===== config.mk =====
export PLATFORM = sky130hd
export DESIGN_NAME = regfile_writeback
export DESIGN_NICKNAME = d
export VERILOG_FILES = /design/src/rtl/regfile_writeback.sv
export SDC_FILE = /design/constraint.sdc
export NUM_CORES = 1
export LEC_CHECK = 0
export ABC_AREA = 1
export ABC_CLOCK_PERIOD_IN_PS = 12870
export BUFFER_PORTS_ARGS = -buffer_cell sky130_fd_sc_hd__buf_2
export CAP_MARGIN = 20
export CORE_ASPECT_RATIO = 1.25
export CORE_MARGIN = 5
export CORE_UTILIZATION = 26
export CTS_CLUSTER_DIAMETER = 30
export CTS_CLUSTER_SIZE = 30
export DETAILED_ROUTE_END_ITERATION = 12
export SETUP_SLACK_MARGIN = 0.02
export SLEW_MARGIN = 10
export SYNTH_ARGS = -nofsm -noshare
export SYNTH_HDL_FRONTEND = slang
export SYNTH_SLANG_ARGS = --single-unit
export TNS_END_PERCENT = 10

===== constraint.sdc =====
create_clock -name clk -period 12.87 [get_ports clk]
set_clock_uncertainty 0.2 [all_clocks]
set_input_delay 0.6435 -clock clk [delete_from_list [all_inputs] [get_ports clk]]
set_output_delay 0.6435 -clock clk [all_outputs]
set_load 0.005 [all_outputs]

===== src/rtl/regfile_writeback.sv =====
// regfile_writeback
//   Writeback stage feeding the register file. Each cycle it picks one result,
//   from either the ALU or a small load-response FIFO, and issues one
//   registered write. The ALU has priority. A starvation counter forces the
//   FIFO head through after STARVE_MAX consecutive ALU wins while loads wait.
//
// Ports
//   clk, rst                 clock (rising edge), async active-high reset
//   alu_valid/ready/rd/data  ALU result handshake
//   mem_valid/ready/rd/data  load response handshake (ready = FIFO not full)
//   reg_write_en             one-hot register write enable
//   write_data               write data
//   write_en                 high when any reg_write_en bit is set
//   fifo_count               load FIFO occupancy
module regfile_writeback #(
    parameter int WIDTH      = 32,
    parameter int LENGTH     = 32,
    parameter int ADDR_W     = 5,
    parameter int DEPTH      = 4,
    parameter int STARVE_MAX = 3
) (
    input  logic                     clk,
    input  logic                     rst,
    input  logic                     alu_valid,
    output logic                     alu_ready,
    input  logic [ADDR_W-1:0]        alu_rd,
    input  logic [WIDTH-1:0]         alu_data,
    input  logic                     mem_valid,
    output logic                     mem_ready,
    input  logic [ADDR_W-1:0]        mem_rd,
    input  logic [WIDTH-1:0]         mem_data,
    output logic [LENGTH-1:0]        reg_write_en,
    output logic [WIDTH-1:0]         write_data,
    output logic                     write_en,
    output logic [$clog2(DEPTH):0]   fifo_count
);

    localparam int PTR_W   = $clog2(DEPTH);
    localparam int CNT_W   = PTR_W + 1;
    localparam int ST_W    = $clog2(STARVE_MAX + 1);
    localparam int ENTRY_W = ADDR_W + WIDTH;

    logic [ENTRY_W-1:0] fifo_mem_q [DEPTH];
    logic [ENTRY_W-1:0] fifo_mem_d [DEPTH];
    logic [PTR_W-1:0]   wr_ptr_q, wr_ptr_d;
    logic [PTR_W-1:0]   rd_ptr_q, rd_ptr_d;
    logic [CNT_W-1:0]   count_q, count_d;
    logic [ST_W-1:0]    starve_q, starve_d;
    logic [LENGTH-1:0]  reg_write_en_q, reg_write_en_d;
    logic [WIDTH-1:0]   write_data_q, write_data_d;
    logic               write_en_q, write_en_d;

    logic               fifo_empty, fifo_full, force_mem;
    logic               sel_alu, sel_fifo, push, pop;
    logic [ADDR_W-1:0]  head_rd, sel_rd;
    logic [WIDTH-1:0]   head_data, sel_data;

    always_comb begin
        fifo_empty = (count_q == '0);
        fifo_full  = (count_q == CNT_W'(DEPTH));
        force_mem  = !fifo_empty && (starve_q == ST_W'(STARVE_MAX));
        {head_rd, head_data} = fifo_mem_q[rd_ptr_q];

        // Priority: forced FIFO, then ALU, then FIFO when the ALU is idle.
        sel_fifo = force_mem || (!alu_valid && !fifo_empty);
        sel_alu  = !force_mem && alu_valid;
        sel_rd   = sel_fifo ? head_rd   : alu_rd;
        sel_data = sel_fifo ? head_data : alu_data;

        // Ready is gated by the current occupancy only, so a pop on a full
        // FIFO does not open a slot in the same cycle.
        push = mem_valid && !fifo_full;
        pop  = sel_fifo;

        fifo_mem_d = fifo_mem_q;
        wr_ptr_d   = wr_ptr_q;
        rd_ptr_d   = rd_ptr_q;
        count_d    = count_q;
        if (push) begin
            fifo_mem_d[wr_ptr_q] = {mem_rd, mem_data};
            wr_ptr_d             = wr_ptr_q + PTR_W'(1);
        end
        if (pop) begin
            rd_ptr_d = rd_ptr_q + PTR_W'(1);
        end
        if (push && !pop) begin
            count_d = count_q + CNT_W'(1);
        end else if (pop && !push) begin
            count_d = count_q - CNT_W'(1);
        end

        starve_d = starve_q;
        if (pop || fifo_empty) begin
            starve_d = '0;
        end else if (sel_alu && (starve_q != ST_W'(STARVE_MAX))) begin
            starve_d = starve_q + ST_W'(1);
        end

        // rd==0 and out-of-range rd are consumed without a write.
        reg_write_en_d = '0;
        write_data_d   = '0;
        write_en_d     = 1'b0;
        if ((sel_alu || sel_fifo) && (sel_rd != '0) && (int'(sel_rd) < LENGTH)) begin
            reg_write_en_d = LENGTH'(1) << sel_rd;
            write_data_d   = sel_data;
            write_en_d     = 1'b1;
        end
    end

    always_ff @(posedge clk or posedge rst) begin
        if (rst) begin
            for (int unsigned i = 0; i < DEPTH; i++) begin
                fifo_mem_q[i] <= '0;
            end
            wr_ptr_q       <= '0;
            rd_ptr_q       <= '0;
            count_q        <= '0;
            starve_q       <= '0;
            reg_write_en_q <= '0;
            write_data_q   <= '0;
            write_en_q     <= 1'b0;
        end else begin
            fifo_mem_q     <= fifo_mem_d;
            wr_ptr_q       <= wr_ptr_d;
            rd_ptr_q       <= rd_ptr_d;
            count_q        <= count_d;
            starve_q       <= starve_d;
            reg_write_en_q <= reg_write_en_d;
            write_data_q   <= write_data_d;
            write_en_q     <= write_en_d;
        end
    end

    assign alu_ready    = !force_mem;
    assign mem_ready    = !fifo_full;
    assign reg_write_en = reg_write_en_q;
    assign write_data   = write_data_q;
    assign write_en     = write_en_q;
    assign fifo_count   = count_q;

endmodule


### Yosys cells after proc, flatten, opt, wreduce, memory -nomap -nowiden

Index checks and enable logic that the tools add are counted.
Widths: inputs -> output; s select.

| word-level totals | value |
|---|---|
| bits in registers | 222 |
| bits of input ports | 78 |
| output and inout bits | 70 |
| word-level logic and storage cells | 62 |

| cells by class | value |
|---|---|
| $add $sub $neg | 5 |
| $lt $le $gt $ge | 3 |
| equal/unequal tests | 3 |
| shifts and indexed selects | 1 |
| mux-type cells | 15 |
| bitwise gates (word level) | 2 |
| reductions and logical operators | 22 |

Operators by type and width:

| operator | count |
|---|---|
| $bwmux 148 | 1 |
| $mux 37 | 3 |
| $mux 32 | 3 |
| $bmux 37 s2 | 1 |
| $demux 37 s2 | 1 |
| $shl 1x5->32 const A | 1 |
| $logic_and 1x1->1 | 9 |
| $add 2x1->2 const B | 3 |
| $ge 3x3->1 const B | 2 |
| $logic_not 1->1 | 6 |
| $mux 3 | 2 |
| $not 2->3 | 2 |
| $mux 5 | 1 |
| $reduce_bool 5->1 | 1 |
| $mux 2 | 2 |
| $reduce_bool 2->1 | 2 |
| $add 3x1->3 const B | 1 |
| $eq 3x3->1 const B | 1 |
| $logic_not 3->1 | 1 |
| $logic_or 1x1->1 | 3 |
| $lt 3x1->1 const B | 1 |
| $sub 3x1->3 const B | 1 |
| $eq 2x2->1 const B | 1 |
| $ne 2x2->1 const B | 1 |
| $mux 1 | 1 |

### Logic depth before layout (Yosys ltp)

Gate-level depths: netlist (run 1).

| logic depth | value |
|---|---|
| word-level depth | 8 |
| gate-level depth with buffers | 10 |
| mapped depth without buffers | 10 |

### Worst setup path after synthesis (run 1)

OpenSTA, ideal clock, no wires.

| timing | value |
|---|---|
| kind | input to register |
| start point | input port alu_valid |
| end point | register count_q[2], in the netlist fifo_count[2] |
| arrival | 1.901 ns |
| data required time | 12.539 ns |
| setup slack | 10.638 ns |
| stages on the path | 8 |
| path through | inv_2 > o21ai_2 > ha_1 > inv_1 > fa_1 > a21oi_1 > o21ai_0 > xor2_1 |

| between the ends | value |
|---|---|
| longest elaborated chain between the ends | 6 |
| elaborated cells between the ends (all ways) | 8 |

RTL lines:

| element | RTL line | source |
|---|---|---|
| from (decl) | 24 | `input logic alu_valid,` |
| $logic_not 1->1 * | 65 | `sel_fifo = force_mem \|\| (!alu_valid && !fifo_empty);` |
| $logic_and 1x1->1 * | 65 |  |
| $logic_or 1x1->1 * | 65 |  |
| $logic_not 1->1 | 86 | `if (push && !pop) begin` |
| $logic_and 1x1->1 | 86 |  |
| $mux 3 / $reduce_bool 2->1 (equally long branches) | - |  |
| to (signal assigned) | 126 | `count_q <= count_d;` |
| to (decl) | 47 | `logic [CNT_W-1:0] count_q, count_d;` |

Every way passes the cells marked *; elsewhere a longest branch is shown, timed or not.
A chain may end at the register's enable or synchronous reset.

### Worst setup path in the final report (run 1)

| timing | value |
|---|---|
| start point | register starve_q[0] |
| end point | register write_data_q[6], in the netlist write_data[6] |

| between the ends | value |
|---|---|
| longest elaborated chain between the ends | 7 |
| elaborated cells between the ends (all ways) | 11 |

RTL lines:

| element | RTL line | source |
|---|---|---|
| from (decl) | 48 | `logic [ST_W-1:0] starve_q, starve_d;` |
| from (signal assigned) | 127 | `starve_q <= starve_d;` |
| $eq 2x2->1 * | 61 | `force_mem = !fifo_empty && (starve_q == ST_W'(STARVE_MAX));` |
| $logic_and 1x1->1 * | 61 |  |
| $logic_or 1x1->1 / $logic_not 1->1 (equally long branches) | 65, 66 |  |
| $mux 5 / $logic_and 1x1->1 (equally long branches) | 67, 66 |  |
| $reduce_bool 5->1 / $logic_or 1x1->1 (equally long branches) | 103 | `if ((sel_alu \|\| sel_fifo) && (sel_rd != '0) && (int'(sel_rd) < LENGTH)) begin` |
| $logic_and 1x1->1 | 103 |  |
| $mux 32 * | 103 |  |
| net write_data_d[6] | 50 | `logic [WIDTH-1:0] write_data_q, write_data_d;` |
| to (signal assigned) | 129 | `write_data_q <= write_data_d;` |
| to (decl) | 50 |  |

Mark *: on every way through the listed nets, which the timed path passes. The rest lies on a longest branch.

==> summary.txt, run 1 <==
Timing
  – Slew @ Worst Pin: 1022 ps
  – Final period utilization: 25.66%
  – Rel. slew slack: 31.70%
  – Fin Hold WS: 177.0 ps
  – RSZ-0062 raised after global routing: no
  – Final Critical Period: 3303 ps
  – Final Slew Violations: 0
  – Fin. Hold Viols: 0
  – FMAX: 0.3028 GHz
  – Post-route setup TNS: 0 ps
  – # setup viols final: 0

Critical path
  – Startpoint types: flop
  – R2R cell count: 9
  – WS Path Type: reg2reg
  – Worst setup EP type: flop
  – CP required: 13030 ps
  – Arrival time at the worst endpoint: 3470 ps
  – Critical Path Fanout Max: 71

Die
  – Die X: 179 µm
  – Site Rows: 77
  – Initial Util: 26.25%
  – Die Y: 221.3 µm
  – Area of the core: 0.03536 mm²
  – # IOs: 148
  – Die Footprint: 0.03960 mm²

Clock tree
  – CTS H-tree lvls: 2
  – Clk sinks: 222
  – Root Buffer: clkbuf_16
  – Clock transition at path regs: 50 ps
  – Worst-case clock buffer depth: 3
  – Clk_lat worst skew: 530 ps
  – CTS tree: yes
  – Num CTS Buffers: 45
  – Post-CTS Setup Bufs: 0
  – # resized after CTS: 0

Finish
  – Final #Nets: 1246
  – Synth-to-Final Area Change: 29.28%
  – Fin cells: 1670
  – Antenna cells: 0
  – Filler Cell Count: 3653
  – Fraction of layout cells with a size suffix above 1: 21.82%

Status
  – Status: finished, final reports clean

Pwr
  – Combinational fraction of design power: 29.7%
  – Seq pwr share: 34.7%
  – Sw Share: 36.40%
  – Psw: 0.001206 W
  – Worst VDD drop: 91.09 µV
  – Internal power: 0.002107 W
  – Power Dens Cells: 276.1 mW/mm²
  – Leakage: 5.805 nW
  – Total power draw: 0.003313 W
  – Clock power share: 35.6%

Detailed routing
  – WL final: 25380 µm
  – DR vias/cell: 4.511
  – Drc violations: 0
  – Initial DRC count: 451
  – Vias: 7533
  – Final ANT Viol Nets: 0
  – DRT Pass-1 Iters: 5
  – Routed WL per cell: 15.20 µm

Synthesis
  – Netlist cell types: 30
  – Yosys warns: 0
  – Mapped Area: 0.009283 mm²
  – Sequential-to-total area share from yosys stat: 59.85%
  – Ranking of synthesized cells by area: dfrtp_1 60%, o21ai_0 13%, nand2_1 7.7%
  – FF+latch count, synth: 222
  – Synthesized area per cell: 9.101 µm²
  – Synth top area share: 59.85%
  – Syn Inst Count: 1020
  – Synth area leader: dfrtp_1
  – Mapped Nets: 1105

Placement
  – Port Buffers: 147
  – Cells after DPL: 1586
  – HPWL after DPL: 15420 µm
  – GP Congestion: 0.7880

Global route
  – Total GRT Usage: 12.80%
  – Largest net degree at the start of global routing: 149
  – Grt ovf: 0
  – Initial antenna violation count: 0
  – Vias in the first global route: 7586
  – First-pass GRT wire length: 40650 µm

Hold path
  – Hold path depth: 3
  – Hold WC Path Type: in2reg

Run
  – Max Cap Violations: 0
## layout by cell type (no fill, tap or decap), types with 8 or more instances in the layout
cell type | synthesis | routed
inv_1 | 70 | 69
o21ai_0 | 243 | 243
inv_6 | 0 | 10
clkinvlp_4 | 0 | 9
buf_4 | 2 | 9
buf_2 | 20 | 147
dfrtp_1 | 222 | 221
clkbuf_16 | 0 | 45
nand2_2 | 4 | 8
nor2_1 | 137 | 137
o221ai_1 | 32 | 32
nand2_1 | 191 | 187
nand3_1 | 22 | 22
## power by group through the flow
stage | Sequential [W] | Combinational [W] | Clock [W]
finish | 0.00115 | 0.000985 | 0.00118
global route | 0.00119 | 0.00114 | 0.00124
CTS | 0.00115 | 0.00101 | 0.00121
detailed placement | 0.00116 | 0.00100 | 0
global placement | 0.00115 | 0.000978 | 0
floorplan | 0.00113 | 0.000698 | 0
## cells by family (layout without fill, tap and decap cells)
group,count (synthesis),count (layout),share of synthesized area (%)
XOR/XNOR,5,5,0.4717
AO/OA/AOI/OAI,286,286,17.16
adder cells (fa/ha/maj),7,7,1.024
multiplexers,1,1,0.1213
other,1,1,0.04040
flip-flops,222,222,59.85
AND/OR/NAND/NOR,358,358,15.08
buffers and inverters,140,316,6.254
## critical path, cell delays in order, from the launching register on
cell,delay (ps)
dfrtp_1,340
ha_1,210
nor2_1,100
a21oi_4,110
buf_4,670
nand3_1,200
nand2_2,210
nand3_2,150
o21bai_4,810
nor2_1,100
## synthesized netlist by cell type, drive strengths merged
cell type	count
mux2	1
o21bai	2
dfrtp	222
xor2	4
nand2	195
nor2	138
fa	1
ha	6
buf	27
nand4	2
nand3	23
o21ai	249
a21oi	2
o21a	1
xnor2	1
o221ai	32
clkbuf	37
conb	1
inv	76
## registers in the layout, indices dropped and copies added, names as in the netlist
name / flops
reg_write_en: 32
wr_ptr_q: 2
write_data: 32
fifo_mem_q: 148
rd_ptr_q: 2
starve_q: 2
fifo_count: 3
write_en: 1
## layer usage
layer	vias to the layer above	track usage [%]	share of wire [%]
met4	0	4.434	2.7
li1	3639	-	-
met5	-	0	0
met1	3606	15.94	43
met3	49	2.953	6.5
met2	239	21.66	48
## worst paths after layout
check,startpoint,end,slack (ps)
max,starve_q[0]$_DFFE_PP0P_,write_data[6]$_DFF_PP0_,9570
min,alu_data[17],write_data[17]$_DFF_PP0_,180
max reg2reg,starve_q[0]$_DFFE_PP0P_,write_data[6]$_DFF_PP0_,9570
min reg2reg,starve_q[0]$_DFFE_PP0P_,starve_q[0]$_DFFE_PP0P_,230
max in group asynchronous,rst,fifo_mem_q[77]$_DFFE_PP0P_,10750
min in group asynchronous,rst,write_data[18]$_DFF_PP0_,430
## cell type report
cell class,instances,area (µm²),share of cell area (%)
Clock inverter,34,412.9,3.441
Inverter,76,292.8,2.440
Sequential cell,222,5557,46.30
Multi-Input combinational cell,658,3157,26.31
Timing Repair Buffer,158,840.8,7.007
Clock buffer,48,1147,9.561
Tap cell,474,593.1,4.942
## through the flow
stage | setup slack [ps] | util [%] | area, µm²
2_1_floorplan | 5949 | - | 9283
3_3_place_gp | 9360 | 29.42 | 10400
3_5_place_dp | 9241 | 29.42 | 10400
4_1_cts | 9480 | 33.83 | 11960
5_1_grt | 9256 | 33.94 | 12000
6_report | 9567 | 33.94 | 12000
## repair_timing
item                                    4_1_cts  5_1_grt
endpoints found under the setup margin        0        0
endpoints found under the hold margin         0       36
hold buffers                                  0        1
Note: power is estimated with default switching activity, not from simulation.
==> run 2, diff against run 1 <==
--- a/config.mk
+++ b/config.mk
@@ -6,7 +6,7 @@
 export NUM_CORES = 1
 export LEC_CHECK = 0
 export ABC_AREA = 1
-export ABC_CLOCK_PERIOD_IN_PS = 12870
+export ABC_CLOCK_PERIOD_IN_PS = 3400
 export BUFFER_PORTS_ARGS = -buffer_cell sky130_fd_sc_hd__buf_2
 export CAP_MARGIN = 20
 export CORE_ASPECT_RATIO = 1.25
==> constraint.sdc (replaced) <==
create_clock -name clk -period 3.4 [get_ports clk]
set_clock_uncertainty 0.2 [all_clocks]
set_input_delay 0.17 -clock clk [delete_from_list [all_inputs] [get_ports clk]]
set_output_delay 0.17 -clock clk [all_outputs]
set_load 0.005 [all_outputs]
==> run 2 against run 1 <==
  * Setup slack lost 9200 ps
  * Combinational power rose to 3.9 times the previous value
  * Largest cell class unchanged
  * Non-clock buffer count up 86
  * Worst hold slack lost 120 ps
  * First-iteration DRC count fell by 17%
  * Via count grew 4.7%
  * Clock power grew to 3.8 times the previous value
  * Sequential power grew to 3.8 times the previous value
  * Global-route usage rose by 0.54 points
==> summary.txt, run 2 (synthesized netlist as in run 1, its figures left out) <==
Status
  – Status: finished, final reports clean (unchanged)

Finish
  – Fraction of layout cells with a size suffix above 1: 21.40% (was 21.82%)
  – Max reg flops: 148 (unchanged)
  – Most frequent cells in the layout: 243 x o21ai_0, 221 x dfrtp_1, 187 x nand2_1 (unchanged)
  – Leading cell type in the layout, fill and taps excluded: o21ai_0 (unchanged)
  – Synth-to-Final Area Change: 39.10% (was 29.28%)
  – Antenna cells: 0 (unchanged)
  – Final #Nets: 1333 (was 1246)
  – Most flops, register: fifo_mem_q (unchanged)
  – Filler Cell Count: 3534 (was 3653)

Detailed routing
  – Initial DRC count: 376 (was 451)
  – Drc violations: 0 (unchanged)
  – DRT Pass-1 Iters: 5 (unchanged)
  – Routed WL per cell: 14.93 µm (was 15.20 µm)
  – DR vias/cell: 4.484 (was 4.511)
  – Vias: 7888 (was 7533)
  – Final ANT Viol Nets: 0 (unchanged)
  – WL final: 26270 µm (was 25380 µm)

Critical path
  – Arrival time at the worst endpoint: 3340 ps (was 3470 ps)
  – Critical Path Fanout Max: 19 (was 71)
  – Startpoint types: flop (unchanged)
  – R2R cell count: 8 (was 9)
  – CP required: 3660 ps (was 13030 ps)
  – WS Path Type: reg2reg (unchanged)
  – Worst setup EP type: flop (unchanged)

Clock tree
  – Hold-fix buffers, CTS: 78 (was 0)
  – Clk sinks: 222 (unchanged)
  – CTS H-tree lvls: 2 (unchanged)
  – Clk_lat worst skew: 540 ps (was 530 ps)
  – CTS tree: yes (unchanged)
  – Root Buffer: clkbuf_16 (unchanged)
  – Num CTS Buffers: 46 (was 45)
  – Post-CTS Setup Bufs: 0 (unchanged)
  – # resized after CTS: 0 (unchanged)
  – Clock transition at path regs: 60 ps (was 50 ps)
  – Worst-case clock buffer depth: 3 (unchanged)

Global route
  – Largest net degree at the start of global routing: 71 (was 149)
  – Vias in the first global route: 8163 (was 7586)
  – Initial antenna violation count: 0 (unchanged)
  – First-pass GRT wire length: 42560 µm (was 40650 µm)
  – Grt ovf: 0 (unchanged)
  – Total GRT Usage: 13.35% (was 12.80%)

Timing
  – Slew @ Worst Pin: 858.0 ps (was 1022 ps)
  – Final Slew Violations: 0 (unchanged)
  – Fin. Hold Viols: 0 (unchanged)
  – Final Critical Period: 3078 ps (was 3303 ps)
  – # setup viols final: 0 (unchanged)
  – Post-route setup TNS: 0 ps (unchanged)
  – Final period utilization: 90.53% (was 25.66%)
  – Rel. slew slack: 42.60% (was 31.70%)
  – FMAX: 0.3249 GHz (was 0.3028 GHz)
  – RSZ-0062 raised after global routing: no (unchanged)

Placement
  – HPWL after DPL: 16220 µm (was 15420 µm)
  – Port Buffers: 147 (unchanged)
  – GP Congestion: 0.7988 (was 0.7880)

Pwr
  – Clock power share: 35.3% (was 35.6%)
  – Combinational fraction of design power: 30.3% (was 29.7%)
  – Seq pwr share: 34.4% (was 34.7%)
  – Internal power: 0.008094 W (was 0.002107 W)
  – Leakage: 6.208 nW (was 5.805 nW)
  – Sw Share: 36.59% (was 36.40%)
  – Worst VDD drop: 455.3 µV (was 91.09 µV)
  – Power Dens Cells: 988.5 mW/mm² (was 276.1 mW/mm²)
  – Psw: 0.004671 W (was 0.001206 W)
  – Total power draw: 0.01276 W (was 0.003313 W)

Run
  – Max Cap Violations: 0 (unchanged)

Die
  – # IOs: 148 (unchanged)
  – Initial Util: 26.25% (unchanged)
  – Die X: 179 µm (unchanged)
  – Site Rows: 77 (unchanged)
  – Die Footprint: 0.03960 mm² (unchanged)
  – Die Y: 221.3 µm (unchanged)
  – Area of the core: 0.03536 mm² (unchanged)

Hold path
  – Hold path depth: 6 (was 3)
  – Hold WC Path Type: in2reg (unchanged)
## run 2: changes by cell type in the layout (fill, tap and decap cells not counted), sizes merged
cell / before / now
dlygate4sd3: 1 / 78
buf: 157 / 166
clkinv: 8 / 12
bufinv: 5 / 3
clkbuf: 48 / 49
## run 2: path summary, 6_finish.rpt
check / slack (ps) / to / from
setup / recovery: 320 / reg_write_en[8]$_DFF_PP0_ / rd_ptr_q[1]$_DFFE_PP0N_
hold / removal: 60 / reg_write_en[30]$_DFF_PP0_ / alu_rd[3]
setup reg to reg: 320 / reg_write_en[8]$_DFF_PP0_ / rd_ptr_q[1]$_DFFE_PP0N_
hold reg to reg: 220 / starve_q[0]$_DFFE_PP0P_ / starve_q[0]$_DFFE_PP0P_
max in group asynchronous: 1870 / reg_write_en[16]$_DFF_PP0_ / rst
min in group asynchronous: 140 / fifo_mem_q[97]$_DFFE_PP0P_ / rst
## run 2: area by class of cell
type                       count  area (µm²)  share of cell area, %
clock buffer                  49        1204                  9.322
clock inverter                36       391.6                  3.033
inverter                      76       289.0                  2.238
multi-input combinational    658        3157                  24.45
sequential                   222        5557                  43.03
tap                          474       593.1                  4.593
timing repair buffer         244        1722                  13.33
## run 2: metal layers
layer,wire (µm),vias up,global-route usage [%],share of wire [%]
met4,707,0,4.880,2.7
met2,12940,222,23.11,49
li1,-,3823,-,-
met3,1454,46,2.578,5.5
met1,11170,3797,16.35,43
met5,0,-,0,0
## run 2: power by group through the flow
stage                     Combinational (W)  Clock (W)  Sequential [W]
after floorplan                     0.00264          0         0.00427
after global placement              0.00376          0         0.00439
after detailed placement            0.00383          0         0.00442
after CTS                           0.00393    0.00461         0.00440
after global routing                0.00446    0.00475         0.00453
final                               0.00387    0.00450         0.00439
## run 2: per-stage QoR
step                      instances  hold slack [ps]  worst slack [ps]  utilization (%)  cell area (µm²)
after detailed placement       1596            180.4             564.2            29.80            10540
after global placement         1596            167.7             569.3            29.80            10540
after floorplan                1020            143.2             133.9                -             9286
after global routing           1759            82.87             99.78            36.52            12910
after CTS                      1759            16.12             313.9            36.52            12910
final                          1759            57.21             321.8            36.52            12910
## run 2: critical path, cell delays in order (launching register included)
cell and delay (ps):
dfrtp_1 810, inv_2 300, nand3_1 160, nand3_1 100
o21ai_2 110, nand2_1 100, dlygate4sd3_1 560, nor2_1 100
dlygate4sd3_1 550
